### src/rtl/result_reader.sv
// ---------------------------------------------------------------------------
// result_reader
//
// Reads one frame of convolution results (COUNT words starting at address
// BASE) from a memory with one-cycle read latency and streams them out
// through a valid/ready interface. A 2-entry FIFO decouples the memory
// reads from the sink, and reads are throttled so the FIFO can never
// overflow.
//
// Optional feature: define RD_ROW_MARK_EN to add output rowEnd. It flags
// the last word of every ROW_LEN-word output row.
//
// Ports:
//   clk        clock, all state changes on the rising edge
//   rst        asynchronous active-low reset
//   start      request to read one frame (honoured in IDLE or DONE only)
//   memRead    memory read strobe
//   memAddress read address (0 while memRead=0)
//   memData    read data, valid the cycle after memRead
//   outData    streamed result word (0 while outValid=0)
//   outValid   outData holds a word
//   outReady   sink accepts the word
//   busy       frame in progress (FETCH or DRAIN)
//   done       frame complete (DONE)
//   rowEnd     (RD_ROW_MARK_EN only) current word ends an output row
// ---------------------------------------------------------------------------
module result_reader #(
  parameter int DATA_W  = 8,
  parameter int ADDR_W  = 10,
  parameter int BASE    = 332,
  parameter int COUNT   = 169,
  parameter int ROW_LEN = 13
) (
  input  logic              clk,
  input  logic              rst,
  input  logic              start,
  output logic              memRead,
  output logic [ADDR_W-1:0] memAddress,
  input  logic [DATA_W-1:0] memData,
  output logic [DATA_W-1:0] outData,
  output logic              outValid,
  input  logic              outReady,
  output logic              busy,
`ifdef RD_ROW_MARK_EN
  output logic              done,
  output logic              rowEnd
`else
  output logic              done
`endif
);

  localparam int CNT_W = $clog2(COUNT + 1);

  typedef enum logic [1:0] {IDLE, FETCH, DRAIN, DONE} state_t;

  state_t            state_reg;
  logic              busy_reg;
  logic              done_reg;
  logic [CNT_W-1:0]  issue_cnt_reg;
  logic [CNT_W-1:0]  xfer_cnt_reg;
  logic              inflight_reg;

  logic [DATA_W-1:0] fifo_data_reg [2];
  logic              wr_ptr_reg;
  logic              rd_ptr_reg;
  logic [1:0]        fifo_cnt_reg;

  logic              push;
  logic              pop;
  logic              launch;
  logic [1:0]        pending;
  logic              last_issue;
  logic              last_xfer;

  // The word returned by the memory is always pushed the cycle after the
  // read, so the in-flight flag doubles as the FIFO push strobe.
  assign push = inflight_reg;
  assign pop  = outValid && outReady;

  // Occupancy the FIFO will have once this cycle's pop (if any) leaves,
  // plus the read already in flight. Counting the pop lets a read issue in
  // the same cycle a word drains, which sustains one word per cycle while
  // still guaranteeing at most 2 words stored or owed at any time.
  assign pending = fifo_cnt_reg - {1'b0, pop} + {1'b0, inflight_reg};

  assign launch     = (state_reg == FETCH) && (pending < 2'd2);
  assign last_issue = (issue_cnt_reg == CNT_W'(COUNT - 1));
  assign last_xfer  = (xfer_cnt_reg == CNT_W'(COUNT - 1));

  assign memRead    = launch;
  assign memAddress = launch ? (ADDR_W'(BASE) + ADDR_W'(issue_cnt_reg)) : '0;

  assign outValid = (fifo_cnt_reg != 2'd0);
  assign outData  = outValid ? fifo_data_reg[rd_ptr_reg] : '0;
  assign busy     = busy_reg;
  assign done     = done_reg;

  // FIFO storage: plain registers without reset; outData is gated by
  // outValid so stale contents never reach the port.
  genvar gi;
  generate
    for (gi = 0; gi < 2; gi++) begin : g_fifo
      always_ff @(posedge clk) begin
        if (push && (wr_ptr_reg == 1'(gi))) begin
          fifo_data_reg[gi] <= memData;
        end
      end
    end
  endgenerate

  // Control: FSM, counters and FIFO pointers.
  always_ff @(posedge clk or negedge rst) begin
    if (!rst) begin
      state_reg     <= IDLE;
      busy_reg      <= 1'b0;
      done_reg      <= 1'b0;
      issue_cnt_reg <= '0;
      xfer_cnt_reg  <= '0;
      inflight_reg  <= 1'b0;
      wr_ptr_reg    <= 1'b0;
      rd_ptr_reg    <= 1'b0;
      fifo_cnt_reg  <= 2'd0;
    end else begin
      inflight_reg <= launch;
      if (push) wr_ptr_reg <= ~wr_ptr_reg;
      if (pop)  rd_ptr_reg <= ~rd_ptr_reg;
      fifo_cnt_reg <= fifo_cnt_reg + {1'b0, push} - {1'b0, pop};
      if (launch) issue_cnt_reg <= issue_cnt_reg + 1'b1;
      if (pop)    xfer_cnt_reg  <= xfer_cnt_reg + 1'b1;

      case (state_reg)
        IDLE, DONE: begin
          if (start) begin
            state_reg     <= FETCH;
            busy_reg      <= 1'b1;
            done_reg      <= 1'b0;
            issue_cnt_reg <= '0;
            xfer_cnt_reg  <= '0;
          end
        end
        FETCH: begin
          if (launch && last_issue) state_reg <= DRAIN;
        end
        DRAIN: begin
          if (pop && last_xfer) begin
            state_reg <= DONE;
            busy_reg  <= 1'b0;
            done_reg  <= 1'b1;
          end
        end
        default: state_reg <= IDLE;
      endcase
    end
  end

`ifdef RD_ROW_MARK_EN
  localparam int COL_W = $clog2(ROW_LEN + 1);

  logic [COL_W-1:0] col_reg;
  logic             inflight_mark_reg;
  logic             fifo_mark_reg [2];
  logic             col_last;

  // The row mark is decided when the read issues and travels with the word.
  assign col_last = (col_reg == COL_W'(ROW_LEN - 1));

  always_ff @(posedge clk or negedge rst) begin
    if (!rst) begin
      col_reg           <= '0;
      inflight_mark_reg <= 1'b0;
    end else begin
      inflight_mark_reg <= launch && col_last;
      if ((state_reg == IDLE || state_reg == DONE) && start) begin
        col_reg <= '0;
      end else if (launch) begin
        col_reg <= col_last ? '0 : col_reg + 1'b1;
      end
    end
  end

  generate
    for (gi = 0; gi < 2; gi++) begin : g_mark
      always_ff @(posedge clk) begin
        if (push && (wr_ptr_reg == 1'(gi))) begin
          fifo_mark_reg[gi] <= inflight_mark_reg;
        end
      end
    end
  endgenerate

  assign rowEnd = outValid && fifo_mark_reg[rd_ptr_reg];
`endif

endmodule
### config.mk
export PLATFORM = sky130hd
export DESIGN_NAME = result_reader
export DESIGN_NICKNAME = d
export VERILOG_FILES = /design/src/rtl/result_reader.sv
export SDC_FILE = /design/constraint.sdc
export NUM_CORES = 1
export LEC_CHECK = 0
export BUFFER_PORTS_ARGS = -buffer_cell sky130_fd_sc_hd__buf_2
export CORE_MARGIN = 8
export CORE_UTILIZATION = 60
export CTS_CLUSTER_SIZE = 24
export DETAILED_ROUTE_END_ITERATION = 6
export PLACE_DENSITY = 0.85
export SLEW_MARGIN = 40
export SYNTH_ARGS = -nofsm -noshare
export SYNTH_HDL_FRONTEND = slang
export SYNTH_SLANG_ARGS = --single-unit
### constraint.sdc
create_clock -name clk -period 5.9 [get_ports clk]
set_clock_uncertainty 0.2 [all_clocks]
set_input_delay 0.885 -clock clk [delete_from_list [all_inputs] [get_ports clk]]
set_output_delay 0.885 -clock clk [all_outputs]
set_load 0.02 [all_outputs]
==> results.json, run 1 <==
{
  "largest_reg_flops": 16,
  "fin_tns_setup_ns": 0,
  "synth_top_family_by_area": "simple AND/OR/NAND/NOR gates",
  "final_cell_mix": "33 x buf_2, 25 x nor2_1, 25 x dfrtp_1",
  "ctsRootBufferMaster": "clkbuf_4",
  "grt_pass1_wl_mm": 6.42,
  "status": "finished clean",
  "max_freq_ghz": 0.269,
  "syn_nets": 213,
  "rrSetupSlack_ns": 3.35,
  "clock_sinks": 41,
  "synthMuxAreaShare_pct": 5.36,
  "grt_max_degree": 26,
  "endpoint_kind": "output port",
  "synth_area_leaders": "dfrtp_1 30%, edfxtp_1 23%, ha_1 6.7%",
  "overflow": 0,
  "core_um2": 3310,
  "synth_cells": 190,
  "start_util_pct": 62.0,
  "synth_fa_ha_area_share_pct": 6.70,
  "dr.pass1.iters": 4,
  "maxCapViolCount": 0,
  "place.port_buffers": 33,
  "relSlewSlack_pct": 49.4,
  "yosysTopAreaCell": "dfrtp_1",
  "setup_viol": 0,
  "synth_area_um2": 2050,
  "rsz0062_at_grt": "no",
  "cp.arrival_ns": 2.64,
  "timing.final.crit_period_ns": 3.72,
  "avgSynthCellArea_um2": 10.8,
  "clk_path_buf_depth": 2,
  "track_usage_pct": 15.1,
  "synth_compound_area_share_pct": 9.02,
  "area_growth_pct": 12.1,
  "grt_pass1_vias": 1483,
  "cts_buffers": 5,
  "post-route-period-util_pct": 63.1,
  "cts_tree": "yes",
  "antenna_cells": 0,
  "yosysTopAreaCellShare_pct": 30.5,
  "dieWidth_um": 74.5,
  "crit_fanout": 23,
  "nNetsFinal": 248,
  "via_count": 1461,
  "synth-seq-area-share_pct": 53.9,
  "setup_ws_ns": 2.18,
  "clk_pin_slew_ns": 0.12,
  "io_pins": 34,
  "dieArea_um2": 5550,
  "path_class": "in -> out",
  "cts_resized": 0,
  "synth-seq-cells": 41,
  "initialDrtViolationCount": 64,
  "synthXorXnorAreaFrac_pct": 4.69,
  "critPathLaunchType": "primary input",
  "dp_hpwl_mm": 2.79,
  "routed_wirelength_mm": 3.78,
  "gp_congestion": 0.783,
  "drcViolationCount": 0,
  "cp.required_ns": 4.82,
  "via_per_inst": 5.37,
  "cts_max_level": 2,
  "die_h_um": 74.5,
  "postCtsSetupRepairBufs": 0,
  "synthSimpleGateAreaFrac_pct": 16.5,
  "synth.distinct_cells": 36,
  "p_leak_nw": 1.06,
  "slew_viol_final": 0,
  "drive_gt1_share_pct": 22.1,
  "ctsHoldBuffers": 0,
  "ir_worst_vdd_mv": 0.281,
  "hold_viol_final": 0,
  "final_common_cell": "buf_2",
  "ys_warn_count": 0,
  "grt_antenna_before_repair": 0,
  "ant_nets": 0,
  "powerDensity_nw_per_um2": 462,
  "hp-class": "reg -> reg",
  "fp-row-count": 21,
  "tightest_slew_ns": 0.758,
  "insertion_delay_ns": 0.34,
  "pre_cts_slack_ns": 2.19,
  "wl_per_cell_um": 13.9
}
worst paths after layout:
kind / from / endpoint / depth (start not counted)
max in group asynchronous: rst / xfer_cnt_reg[3] / 1
min: wr_ptr_reg / wr_ptr_reg / 1
max: outReady / memRead / 9
min in group asynchronous: rst / issue_cnt_reg[6] / 1
max reg2reg: fifo_cnt_reg[0] / issue_cnt_reg[6] / 8
min reg2reg: wr_ptr_reg / wr_ptr_reg / 1
cell usage after synthesis:
master,count
nor2_1,25
o31ai_1,2
ha_1,11
or3_1,4
or3_2,2
and2_1,2
nand3_1,1
a21oi_1,14
buf_6,1
nand2_1,16
o21ai_2,2
nand4_1,4
a22o_1,1
and3_1,3
nand3b_1,1
nor3b_1,1
edfxtp_1,16
xor2_1,8
buf_2,1
inv_1,12
xnor2_1,3
a221oi_2,1
o21a_1,1
or2_2,1
nand3_2,1
nor2b_2,1
dfrtp_1,25
o41a_1,1
mux2i_1,11
nor4bb_1,1
inv_2,2
or4_4,1
nor2b_1,1
o21ai_0,8
or4_1,2
clkbuf_1,3
critical path, stage by stage:
cell,delay (ns)
buf_2,0.12
nor2b_2,0.17
nand2_1,0.07
o21ai_0,0.08
ha_1,0.22
or3_2,0.51
nand3_2,0.32
inv_1,0.10
buf_2,0.17
logic make-up (layout without fill, tap and decap cells):
logic type | after synthesis | count (layout)
adder cells (fa/ha/maj) | 11 | 11
multiplexers | 11 | 11
AO/OA/AOI/OAI | 30 | 30
flip-flops | 41 | 41
XOR/XNOR | 11 | 11
buffers and inverters | 19 | 55
AND/OR/NAND/NOR | 67 | 67
power breakdown:
part / internal, W / switching, W
combinational: 0.000175 / 0.000323
sequential: 0.000373 / 0.0000626
clock: 0.0000454 / 0.0000846
total: 0.000594 / 0.000470
cell type report:
| cell class | instances | area [um^2] |
|---|---|---|
| flip-flops and latches | 41 | 1110 |
| fillers | 263 | 1010 |
| multi-input cells | 130 | 867 |
| repair buffers | 33 | 165 |
| well taps | 46 | 57.6 |
| inverters | 14 | 52.6 |
| clock buffers | 6 | 41.3 |
| clock inverters | 2 | 11.3 |
per-stage QoR:
step	std cells	cell area, um^2	hold slack [ns]	util, %	power [W]
global route	272	2300	0.333	69.5	0.00115
CTS	272	2300	0.296	69.5	0.00108
detailed placement	264	2250	0.275	67.9	0.000946
floorplan	190	2050	0.255	-	0.000809
global placement	264	2250	0.268	67.9	0.000923
finish	272	2300	0.295	69.5	0.00106
routing by layer:
layer / GRT usage, % / routed length [um]
met5: 0 / 0
met3: 4.18 / 205
met4: 6.52 / 77
met1: 17.4 / 1690
met2: 25.7 / 1810
(Power assumes the default switching activity.)
==> run 2: changes to the inputs <==
CORE_UTILIZATION = 50   (was 60)
PLACE_DENSITY = 0.76   (was 0.85)
clock period = 3.3 ns   (was 5.9 ns; I/O delays follow)
==> results.json, run 2 (synthesis gave the netlist of run 1 again) <==
{
  "insertion_delay_ns": 0.29,
  "crit_family": "simple AND/OR/NAND/NOR gates",
  "core_um2": 3970,
  "cp_num_cells": 8,
  "endpoint_kind": "output port",
  "ir_worst_vdd_mv": 0.639,
  "grt_pass1_wl_mm": 6.67,
  "dp_hpwl_mm": 2.85,
  "fillers": 362,
  "setup_viol": 0,
  "layout.cells.non_filler": 278,
  "cts_tree": "yes",
  "worstPathCellList": "nor2b_2, nand2_1, o21ai_0, ha_1, or3_2, nand3_2, inv_1, buf_2",
  "dieWidth_um": 80.1,
  "cts_max_level": 2,
  "max_freq_ghz": 0.355,
  "fp-row-count": 23,
  "comb_power_share_pct": 45.3,
  "antenna_cells": 0,
  "clk_pin_slew_ns": 0.07,
  "switching_share_pct": 42.7,
  "fin_tns_setup_ns": 0,
  "p_clk_share_pct": 15.4,
  "crit_end": "memRead",
  "place_inst": 269,
  "hp-class": "in -> reg",
  "powerDensity_nw_per_um2": 840,
  "via_per_inst": 5.17,
  "clock_sinks": 41,
  "r2r_end": "issue_cnt_reg[6]",
  "relSlewSlack_pct": 52.7,
  "intPower_w": 0.00113,
  "cts_buffers": 5,
  "setup_ws_ns": 0.481,
  "drive_gt1_share_pct": 22.4,
  "multi_input_area_um2": 867,
  "start_util_pct": 51.7,
  "hold_viol_final": 0,
  "dr.pass1.iters": 4,
  "cp_slowest_cell": "or3_2",
  "place.port_buffers": 33,
  "dieArea_um2": 6410,
  "maxCapViolCount": 0,
  "rrSetupSlack_ns": 0.76,
  "ctsRootBufferMaster": "clkbuf_8",
  "tightest_slew_ns": 0.708,
  "io_pins": 34,
  "die_h_um": 80.1,
  "wl_per_cell_um": 13.7,
  "r2r-start": "fifo_cnt_reg[0]",
  "slowest_delay_ns": 0.51,
  "p_seq_share_pct": 39.3,
  "rsz0062_at_grt": "no",
  "timing.final.crit_period_ns": 2.82,
  "largest_reg_flops": 16,
  "drcViolationCount": 0,
  "overflow": 0,
  "grt_pass1_vias": 1505,
  "nNetsFinal": 250,
  "via_count": 1438,
  "gp_congestion": 0.798,
  "track_usage_pct": 13.1,
  "final_common_cell": "buf_2",
  "path_class": "reg -> out",
  "reg2reg_depth": 9,
  "initialDrtViolationCount": 88,
  "crit_start": "fifo_cnt_reg[0]",
  "regArea_um2": 1110,
  "crit_fanout": 12,
  "path_buf_inv": 2,
  "ctsHoldBuffers": 1,
  "post-route-period-util_pct": 85.4,
  "grt_antenna_before_repair": 0,
  "cp.required_ns": 2.60,
  "status": "finished clean",
  "pre_cts_slack_ns": 0.477,
  "postCtsSetupRepairBufs": 0,
  "area_growth_pct": 14.6,
  "p_leak_nw": 1.09,
  "clk_path_buf_depth": 2,
  "grt_max_degree": 26,
  "routed_wirelength_mm": 3.82,
  "cp.arrival_ns": 2.12,
  "slew_viol_final": 0,
  "ant_nets": 0,
  "switching_power_w": 0.000844,
  "cts_resized": 0,
  "critPathLaunchType": "flop",
  "final_cell_mix": "33 x buf_2, 25 x nor2_1, 25 x dfrtp_1"
}
## run 2: changes by cell type in the layout (fill, tap and decap cells not counted), sizes merged
cell         delta
clkinvlp        -1
clkinv          +2
buf             +1
dlygate4sd3     +1
clkbuf          -1
## run 2: per-stage QoR
stage               util [%]  hold slack, ns  instance area [um^2]  power [W]
floorplan                  -       -0.000591                  2050    0.00145
global placement        56.9           0.271                  2260    0.00167
detailed placement      56.9           0.275                  2260    0.00169
CTS                     59.2           0.181                  2350    0.00201
global route            59.2           0.175                  2350    0.00214
finish                  59.2           0.192                  2350    0.00198
## run 2: layout make-up
class / instances / area share, %
sequential: 41 / 47.0
multi-input combinational: 130 / 36.9
timing repair buffer: 35 / 7.77
clock buffer: 5 / 2.93
tap: 50 / 2.66
inverter: 14 / 2.23
clock inverter: 3 / 0.532
## run 2: worst min-delay path by stage
stage / from / to / slack [ns] / depth (start not counted)
2_1_floorplan: rst / busy / -0.0006 / 0
3_3_place_gp: wr_ptr_reg / wr_ptr_reg / 0.27 / 1
3_5_place_dp: wr_ptr_reg / wr_ptr_reg / 0.27 / 1
4_1_cts: memData[0] / fifo_data_reg[0][0] / 0.18 / 1
5_1_grt: memData[0] / fifo_data_reg[0][0] / 0.17 / 1
6_report: memData[0] / fifo_data_reg[0][0] / 0.19 / 1
## run 2: power groups by stage
stage	registers [W]	logic [W]	clock network, W
after global placement	0.000781	0.000885	0
after CTS	0.000780	0.000910	0.000316
after detailed placement	0.000790	0.000904	0
after global routing	0.000799	0.00101	0.000335
final	0.000777	0.000895	0.000305
after floorplan	0.000753	0.000694	0
## run 2: routing by layer
metal / routed length, um / part of all wire, % / track usage [%] / up-vias
met1: 1790 / 47 / 15.4 / 678
met3: 180 / 4.7 / 3.79 / 6
met4: 66 / 1.7 / 6.00 / 0
li1: - / - / - / 726
met5: 0 / 0 / 0 / -
met2: 1780 / 47 / 21.4 / 28
